[config.mk]
export PLATFORM = sky130hd
export DESIGN_NAME = serial_subtractor
export DESIGN_NICKNAME = d
export VERILOG_FILES = /design/src/rtl/serial_subtractor.sv
export SDC_FILE = /design/constraint.sdc
export NUM_CORES = 1
export LEC_CHECK = 0
export CELL_PAD_IN_SITES_DETAIL_PLACEMENT = 0
export CELL_PAD_IN_SITES_GLOBAL_PLACEMENT = 1
export CORE_MARGIN = 1
export CORE_UTILIZATION = 34
export DETAILED_ROUTE_END_ITERATION = 12
export GPL_TIMING_DRIVEN = 0
export PLACE_DENSITY = 0.75
export SETUP_SLACK_MARGIN = 0.1
export SLEW_MARGIN = 20
export SYNTH_ARGS = -nofsm -noshare
export SYNTH_HDL_FRONTEND = slang
export SYNTH_SLANG_ARGS = --single-unit
[constraint.sdc]
create_clock -name i_clk -period 1.18 [get_ports i_clk]
set_input_delay 0.236 -clock i_clk [delete_from_list [all_inputs] [get_ports i_clk]]
set_output_delay 0.236 -clock i_clk [all_outputs]
set_load 0.03 [all_outputs]
[src/rtl/serial_subtractor.sv]
// Bit-serial subtractor D = A - B - Bin, one bit per clock LSB first, valid/ready on both sides.
// Define SERIAL_SUB_OVF_EN to add the registered signed-overflow output o_ovf.
module serial_subtractor #(
  parameter int WIDTH = 4
) (
  input  logic             i_clk,
  input  logic             i_rstn,
  input  logic             i_valid,
  output logic             o_ready,
  input  logic [WIDTH-1:0] i_a,
  input  logic [WIDTH-1:0] i_b,
  input  logic             i_b_in,
  output logic             o_valid,
  input  logic             i_ready,
  output logic [WIDTH-1:0] o_diff,
`ifdef SERIAL_SUB_OVF_EN
  output logic             o_ovf,
`endif
  output logic             o_bout
);

  localparam int CW = $clog2(WIDTH);

  typedef enum logic [1:0] {
    IDLE = 2'd0,
    CALC = 2'd1,
    DONE = 2'd2
  } state_t;

  state_t           state_q, state_d;
  logic [WIDTH-1:0] a_q, a_d;
  logic [WIDTH-1:0] b_q, b_d;
  logic             br_q, br_d;
  logic [WIDTH-2:0] sh_q, sh_d;
  logic [CW-1:0]    cnt_q, cnt_d;
  logic [WIDTH-1:0] diff_q, diff_d;
  logic             bout_q, bout_d;
  logic             d_bit, br_nxt;
  logic [WIDTH-1:0] sh_ext;
`ifdef SERIAL_SUB_OVF_EN
  logic             a_msb_q, a_msb_d;
  logic             b_msb_q, b_msb_d;
  logic             ovf_q, ovf_d;
`endif

  // Single full-subtractor cell working on the current LSBs.
  assign d_bit  = a_q[0] ^ b_q[0] ^ br_q;
  assign br_nxt = (~a_q[0] & b_q[0]) | (~(a_q[0] ^ b_q[0]) & br_q);
  assign sh_ext = {d_bit, sh_q};

  always_comb begin
    state_d = state_q;
    a_d     = a_q;
    b_d     = b_q;
    br_d    = br_q;
    sh_d    = sh_q;
    cnt_d   = cnt_q;
    diff_d  = diff_q;
    bout_d  = bout_q;
`ifdef SERIAL_SUB_OVF_EN
    a_msb_d = a_msb_q;
    b_msb_d = b_msb_q;
    ovf_d   = ovf_q;
`endif
    case (state_q)
      IDLE: begin
        if (i_valid) begin
          a_d     = i_a;
          b_d     = i_b;
          br_d    = i_b_in;
          cnt_d   = '0;
          state_d = CALC;
`ifdef SERIAL_SUB_OVF_EN
          a_msb_d = i_a[WIDTH-1];
          b_msb_d = i_b[WIDTH-1];
`endif
        end
      end
      CALC: begin
        a_d   = a_q >> 1;
        b_d   = b_q >> 1;
        br_d  = br_nxt;
        sh_d  = sh_ext[WIDTH-1:1];
        cnt_d = cnt_q + CW'(1);
        if (cnt_q == CW'(WIDTH - 1)) begin
          // Results are published only here so IDLE/CALC never show a partial value.
          state_d = DONE;
          diff_d  = sh_ext;
          bout_d  = br_nxt;
`ifdef SERIAL_SUB_OVF_EN
          ovf_d   = (a_msb_q != b_msb_q) & (d_bit != a_msb_q);
`endif
        end
      end
      DONE: begin
        if (i_ready) state_d = IDLE;
      end
      default: state_d = IDLE;
    endcase
  end

  always_ff @(posedge i_clk or negedge i_rstn) begin
    if (!i_rstn) begin
      state_q <= IDLE;
      a_q     <= '0;
      b_q     <= '0;
      br_q    <= 1'b0;
      sh_q    <= '0;
      cnt_q   <= '0;
      diff_q  <= '0;
      bout_q  <= 1'b0;
`ifdef SERIAL_SUB_OVF_EN
      a_msb_q <= 1'b0;
      b_msb_q <= 1'b0;
      ovf_q   <= 1'b0;
`endif
    end else begin
      state_q <= state_d;
      a_q     <= a_d;
      b_q     <= b_d;
      br_q    <= br_d;
      sh_q    <= sh_d;
      cnt_q   <= cnt_d;
      diff_q  <= diff_d;
      bout_q  <= bout_d;
`ifdef SERIAL_SUB_OVF_EN
      a_msb_q <= a_msb_d;
      b_msb_q <= b_msb_d;
      ovf_q   <= ovf_d;
`endif
    end
  end

  assign o_ready = (state_q == IDLE);
  assign o_valid = (state_q == DONE);
  assign o_diff  = diff_q;
  assign o_bout  = bout_q;
`ifdef SERIAL_SUB_OVF_EN
  assign o_ovf   = ovf_q;
`endif

endmodule
==> impl_metrics.json, run 1 <==
{
  "portBuffers": 18,
  "status": "complete, but fails checks",
  "r2r_setup_slack_ns": -0.15,
  "pin_count": 20,
  "max_clock_freq_ghz": 0.750,
  "ys_top_cells_by_count": "dfrtp_1, o22ai_1, a21oi_1, o21ai_0, mux2_2",
  "grt.overflow.total": 0,
  "htree_num_levels": 1,
  "initial_core_util_pct": 37.4,
  "insertion_delay_ns": 0.31,
  "hold_ws_ns": 0.169,
  "ir_worst_vdd_mv": 1.88,
  "r2r-end": "sh_q[1]",
  "die_h_um": 55.2,
  "reg2reg_depth": 5,
  "p_leak_nw": 0.683,
  "ys.flop_type": "dfrtp_1",
  "rsz0062_at_grt": "true",
  "finalWorstPathRequiredPeriod_ns": 1.33,
  "yosysTopAreaCell": "dfrtp_1",
  "finalSetupViolations": 19,
  "cts-hold-fix-buffers": 0,
  "yosysMostFrequentCell": "dfrtp_1",
  "synthTopCellsByArea": "dfrtp_1, o22ai_1, mux2_2",
  "antenna_found_initial": 0,
  "die_w_um": 55.2,
  "avgViaCountPerCell": 5.24,
  "drt_iter0_drc": 5,
  "cap_violations": 0,
  "finalHoldViolCount": 0,
  "clockBufferDepth": 2,
  "synthArstFlopShare_pct": 100,
  "cts_sinks": 21,
  "fin_tns_setup_ns": -1.24,
  "critical_path_class": "reg2reg",
  "seq_area_frac_synth_pct": 54.7,
  "numCtsBuffers": 3,
  "synth_edf_count": 0,
  "antennaDiodeCount": 0,
  "hp-class": "in2async",
  "slew_viol_final": 0,
  "cts_tree": "built",
  "path_max_fanout": 5,
  "dp.cells": 132,
  "drtAntennaViolNets": 0,
  "relSlewSlack_pct": 36.1,
  "instances_no_fill": 153,
  "vias": 802,
  "cts.reportedPaths.clkPinSlew_ns": 0.14,
  "post-route-util_pct": 62.0,
  "powerDensity_mw_per_mm2": 2900,
  "end_kind": "flop",
  "cts-root-buf": "clkbuf_4",
  "grt_start_max_net_pins": 22,
  "post-route-period-util_pct": 113,
  "synth_fp_nets": 99,
  "wl_mm": 2.22,
  "grt_pass1_wl_mm": 3.66,
  "required_ns": 1.38,
  "synth_seq_cells": 21,
  "die_area_mm2": 0.00304,
  "netlist-cell-type-count": 20,
  "firstDrtPassIters": 4,
  "area_delta_synth_final_pct": 65.8,
  "syn-cell-area_um2": 961,
  "drc_errors": 0,
  "grt_usage_pct": 17.2,
  "nets": 139,
  "fin_skew_ns": 0.0105,
  "syn_area_per_cell_um2": 11.4,
  "worst_r2r_startpoint": "state_q[1]",
  "yosysTopAreaCellShare_pct": 54.7,
  "tightest_slew_ns": 0.958,
  "detail_route.wl_per_cell_um": 14.5,
  "rows": 18,
  "hpwl_mm": 1.34,
  "netlist_instances": 84,
  "yosys_warnings": 0,
  "violations": "setup timing",
  "core-area_mm2": 0.00257,
  "final.setup.worst_slack_ns": -0.154,
  "cp_data_arrival_time_ns": 1.54,
  "critPathLaunchType": "flop",
  "dpl_cell_area_mm2": 0.00119,
  "finalInstanceArea_mm2": 0.00159,
  "place.gp.congestion": 0.701,
  "first_global_vias": 831,
  "final_layout_size_suffix_gt1_share_pct": 61.8
}
[worst max-delay path, stage by stage, from the launching register on]
cell,delay [ns]
dfrtp_1,0.40
buf_6,0.14
buf_6,0.12
nand2b_4,0.15
buf_6,0.14
mux2_4,0.28
[where the power goes]
| part | switching, mW | internal, mW |
|---|---|---|
| logic | 1.33 | 1.55 |
| clock network | 0.244 | 0.127 |
| registers | 0.292 | 1.07 |
| total | 1.86 | 2.75 |
[cell type report]
| cell class | count | area (µm²) |
|---|---|---|
| buffer | 5 | 53.8 |
| clock buffer | 3 | 22.5 |
| clock inverter | 1 | 5.00 |
| fill | 215 | 975 |
| inverter | 7 | 41.3 |
| multi-input combinational | 51 | 569 |
| sequential | 21 | 526 |
| tap | 30 | 37.5 |
| timing repair buffer | 35 | 338 |
[cells by family after synthesis]
family          share of synthesized area (%)
simple gates                             7.16
flops                                    54.7
buf+inv                                  7.16
compound gates                           19.0
mux                                      8.59
fa+ha+maj                                3.39
[layout by cell type, fill, tap and decap left out, drive strengths merged, types with 2 or more instances in the layout]
cell	Yosys	routed
buf	5	29
dfrtp	21	21
o22ai	14	14
clkdlybuf4s50	0	10
o21ai	8	8
a21oi	8	8
mux2	7	7
inv	5	6
nor2	4	4
clkbuf	0	3
nand2b	2	2
clkinv	2	2
o31ai	2	2
nand2	2	2
[how the worst max path moves through the flow]
stage	end	slack [ns]	depth (start not counted)	start
after floorplan	o_diff[3]	-0.07	2	a_q[0]
after global placement	o_valid	-0.59	4	state_q[1]
after detailed placement	o_valid	-0.58	4	state_q[1]
after CTS	o_valid	-0.14	4	state_q[1]
after global routing	sh_q[1]	-0.19	5	state_q[1]
final	sh_q[1]	-0.15	5	state_q[1]
[layer usage]
layer | wire length, µm | track usage [%] | vias to the layer above
met5 | 0 | 0 | -
met4 | 0 | 6.25 | 0
met2 | 1140 | 29.5 | 15
met1 | 1000 | 21.4 | 401
met3 | 72 | 3.28 | 0
li1 | - | - | 386
[per-stage QoR]
stage          worst slack (ns)  power (mW)
5_1_grt                  -0.192        4.94
4_1_cts                  -0.142        4.29
2_1_floorplan           -0.0675        2.55
6_report                 -0.154        4.61
3_3_place_gp             -0.592        3.01
3_5_place_dp             -0.584        3.08
[registers in the layout, indices dropped and copies added, names as in the netlist]
| name | cells |
|---|---|
| a_q | 4 |
| b_q | 4 |
| o_diff | 4 |
| sh_q | 3 |
| cnt_q | 2 |
| state_q | 2 |
| br_q | 1 |
| o_bout | 1 |
[what timing repair did]
| action | 4_1_cts | 5_1_grt |
|---|---|---|
| pin swaps | 14 | 10 |
| resized for setup | 91 | 18 |
| buffers inserted | 14 | 2 |
| gates cloned | 2 | 0 |
| setup endpoints to repair | 47 | 28 |
| endpoints found under the hold margin | 0 | 0 |
(Power assumes the default switching activity.)
==> run 2: changes to the inputs <==
--- a/config.mk
+++ b/config.mk
@@ -7,6 +7,7 @@
 export LEC_CHECK = 0
 export CELL_PAD_IN_SITES_DETAIL_PLACEMENT = 0
 export CELL_PAD_IN_SITES_GLOBAL_PLACEMENT = 1
+export CORE_ASPECT_RATIO = 0.9
 export CORE_MARGIN = 1
 export CORE_UTILIZATION = 34
 export DETAILED_ROUTE_END_ITERATION = 12
==> run 2 against run 1 <==
- the flow finishes with violations (DRC, setup timing)
- sequential share of layout area increased by 1.3 points
- final area decreased by 3.8%
- first-iteration DRC count increased to 3.2 times the previous value
- core utilization decreased by 2.5 points
- largest cell class is now registers
- largest power group unchanged
- highest routed layer is now met4
==> impl_metrics.json, run 2 (synthesis gave the netlist of run 1 again) <==
{
  "insertion_delay_ns": 0.30,
  "path_buf_inv": 3,
  "slew_viol_final": 0,
  "max_clock_freq_ghz": 0.757,
  "swShare_pct": 39.4,
  "slowest_stage": "dfrtp_1",
  "first_global_vias": 730,
  "end_kind": "flop",
  "route.met2.wl_mm": 1.09,
  "portBuffers": 18,
  "critPathLaunchType": "flop",
  "final.setup.worst_slack_ns": -0.141,
  "grt.overflow.total": 0,
  "die_area_mm2": 0.00304,
  "p_leak_nw": 0.674,
  "switchingPower_mw": 1.73,
  "clockBufferDepth": 2,
  "finalHoldViolCount": 0,
  "die_w_um": 58.0,
  "p_int_mw": 2.65,
  "rows": 17,
  "critical_path_class": "reg2reg",
  "vias": 794,
  "finalSetupViolations": 17,
  "hold_ws_ns": 0.178,
  "violations": "DRC, setup timing",
  "fillers": 218,
  "slowest_delay_ns": 0.39,
  "p_seq_share_pct": 30.1,
  "die_h_um": 52.4,
  "core-area_mm2": 0.00257,
  "drtAntennaViolNets": 0,
  "nets": 138,
  "tightest_slew_ns": 0.945,
  "hp-class": "in2async",
  "post-route-period-util_pct": 112,
  "antenna_found_initial": 0,
  "drt_iter0_drc": 16,
  "crit_family": "flip-flops",
  "place.gp.congestion": 0.727,
  "dr_wl_met3_um": 123,
  "path_max_fanout": 5,
  "post-route-util_pct": 59.6,
  "ir_worst_vdd_mv": 1.00,
  "htree_num_levels": 1,
  "pin_count": 20,
  "status": "complete, but fails checks",
  "finalWorstPathRequiredPeriod_ns": 1.32,
  "seq_area_um2": 526,
  "cap_violations": 0,
  "final_layout_size_suffix_gt1_share_pct": 53.3,
  "powerDensity_mw_per_mm2": 2860,
  "wl_met1_um": 949,
  "layout_commonest_cell": "dfrtp_1",
  "cp_cell_sequence": "buf_6, buf_6, nand2b_4, buf_8, mux2_4",
  "wl_mm": 2.17,
  "multiInputGateArea_um2": 492,
  "grt_usage_pct": 15.4,
  "numCtsBuffers": 3,
  "cts.reportedPaths.clkPinSlew_ns": 0.11,
  "critPathMostFrequentCell": "buf_6",
  "grt_pass1_wl_mm": 3.44,
  "cp_data_arrival_time_ns": 1.52,
  "fin_skew_ns": 0.00237,
  "required_ns": 1.38,
  "grt_start_max_net_pins": 22,
  "relSlewSlack_pct": 37.0,
  "cts_sinks": 21,
  "cts_tree": "built",
  "drc_errors": 1,
  "initial_core_util_pct": 37.3,
  "hpwl_mm": 1.27,
  "combPwrFrac_pct": 61.9,
  "rsz0062_at_grt": "true",
  "p_clk_share_pct": 7.9,
  "avgViaCountPerCell": 4.96,
  "final_cell_mix": "dfrtp_1, buf_6, clkdlybuf4s50_1",
  "antennaDiodeCount": 0,
  "top_layer": "met4",
  "firstDrtPassIters": 8,
  "cts-root-buf": "clkbuf_4",
  "detail_route.wl_per_cell_um": 13.6,
  "area_delta_synth_final_pct": 59.5
}
==> run 2: stage by stage <==
step                      std cells  instance area (µm²)  TNS [ns]  power, mW  worst slack, ns
after global routing            160                 1530     -2.16       4.66           -0.186
final                           160                 1530     -1.13       4.38           -0.141
after global placement          140                 1200     -6.47       3.01           -0.588
after floorplan                  84                  968    -0.135       2.55          -0.0675
after detailed placement        140                 1200     -6.97       3.07           -0.571
after CTS                       157                 1480     -1.45       4.27           -0.134
==> run 2: timing repair <==
| action | 4_1_cts | 5_1_grt |
|---|---|---|
| hold buffers | 0 | 0 |
| pin swaps | 6 | 5 |
| setup endpoints to repair | 47 | 28 |
| cloned | 2 | 1 |
| resized for setup | 82 | 14 |
| setup buffers | 11 | 3 |
==> run 2: worst reg2reg max path, cell delays in order (launching register included) <==
cell	delay [ns]
dfrtp_1	0.39
buf_6	0.14
buf_6	0.12
nand2b_4	0.16
buf_8	0.13
mux2_4	0.28
==> run 2: power groups by stage <==
stage,Clock (mW),Sequential (mW),Combinational (mW)
3_3_place_gp,0,1.29,1.73
5_1_grt,0.405,1.36,2.89
3_5_place_dp,0,1.31,1.77
4_1_cts,0.364,1.32,2.59
6_report,0.346,1.32,2.71
2_1_floorplan,0,1.43,1.12
==> run 2: final timing paths <==
kind | from | end | slack (ns) | cells after the start
setup / recovery | state_q[1] | sh_q[1] | -0.14 | 5
hold / removal | i_rstn | o_diff[0] | 0.18 | 1
setup reg to reg | state_q[1] | sh_q[1] | -0.14 | 5
hold reg to reg | cnt_q[0] | cnt_q[0] | 0.50 | 1
max in group asynchronous | i_rstn | br_q | 0.43 | 1
min in group i_clk | i_valid | state_q[0] | 0.36 | 3
==> run 2: cell type report <==
cell class,instances,share of cell area (%)
Sequential cell,21,34.3
Buffer,5,3.51
Clock buffer,4,1.71
Tap cell,38,3.10
Timing Repair inverter,1,0.408
Inverter,7,3.02
Multi-Input combinational cell,51,32.1
Timing Repair Buffer,33,21.9
==> run 2: routing by layer <==
| layer | GRT usage, % | up-vias |
|---|---|---|
| met3 | 5.19 | 3 |
| met2 | 26.1 | 19 |
| met1 | 19.8 | 393 |
| li1 | - | 379 |
| met5 | 0 | - |
| met4 | 1.19 | 0 |
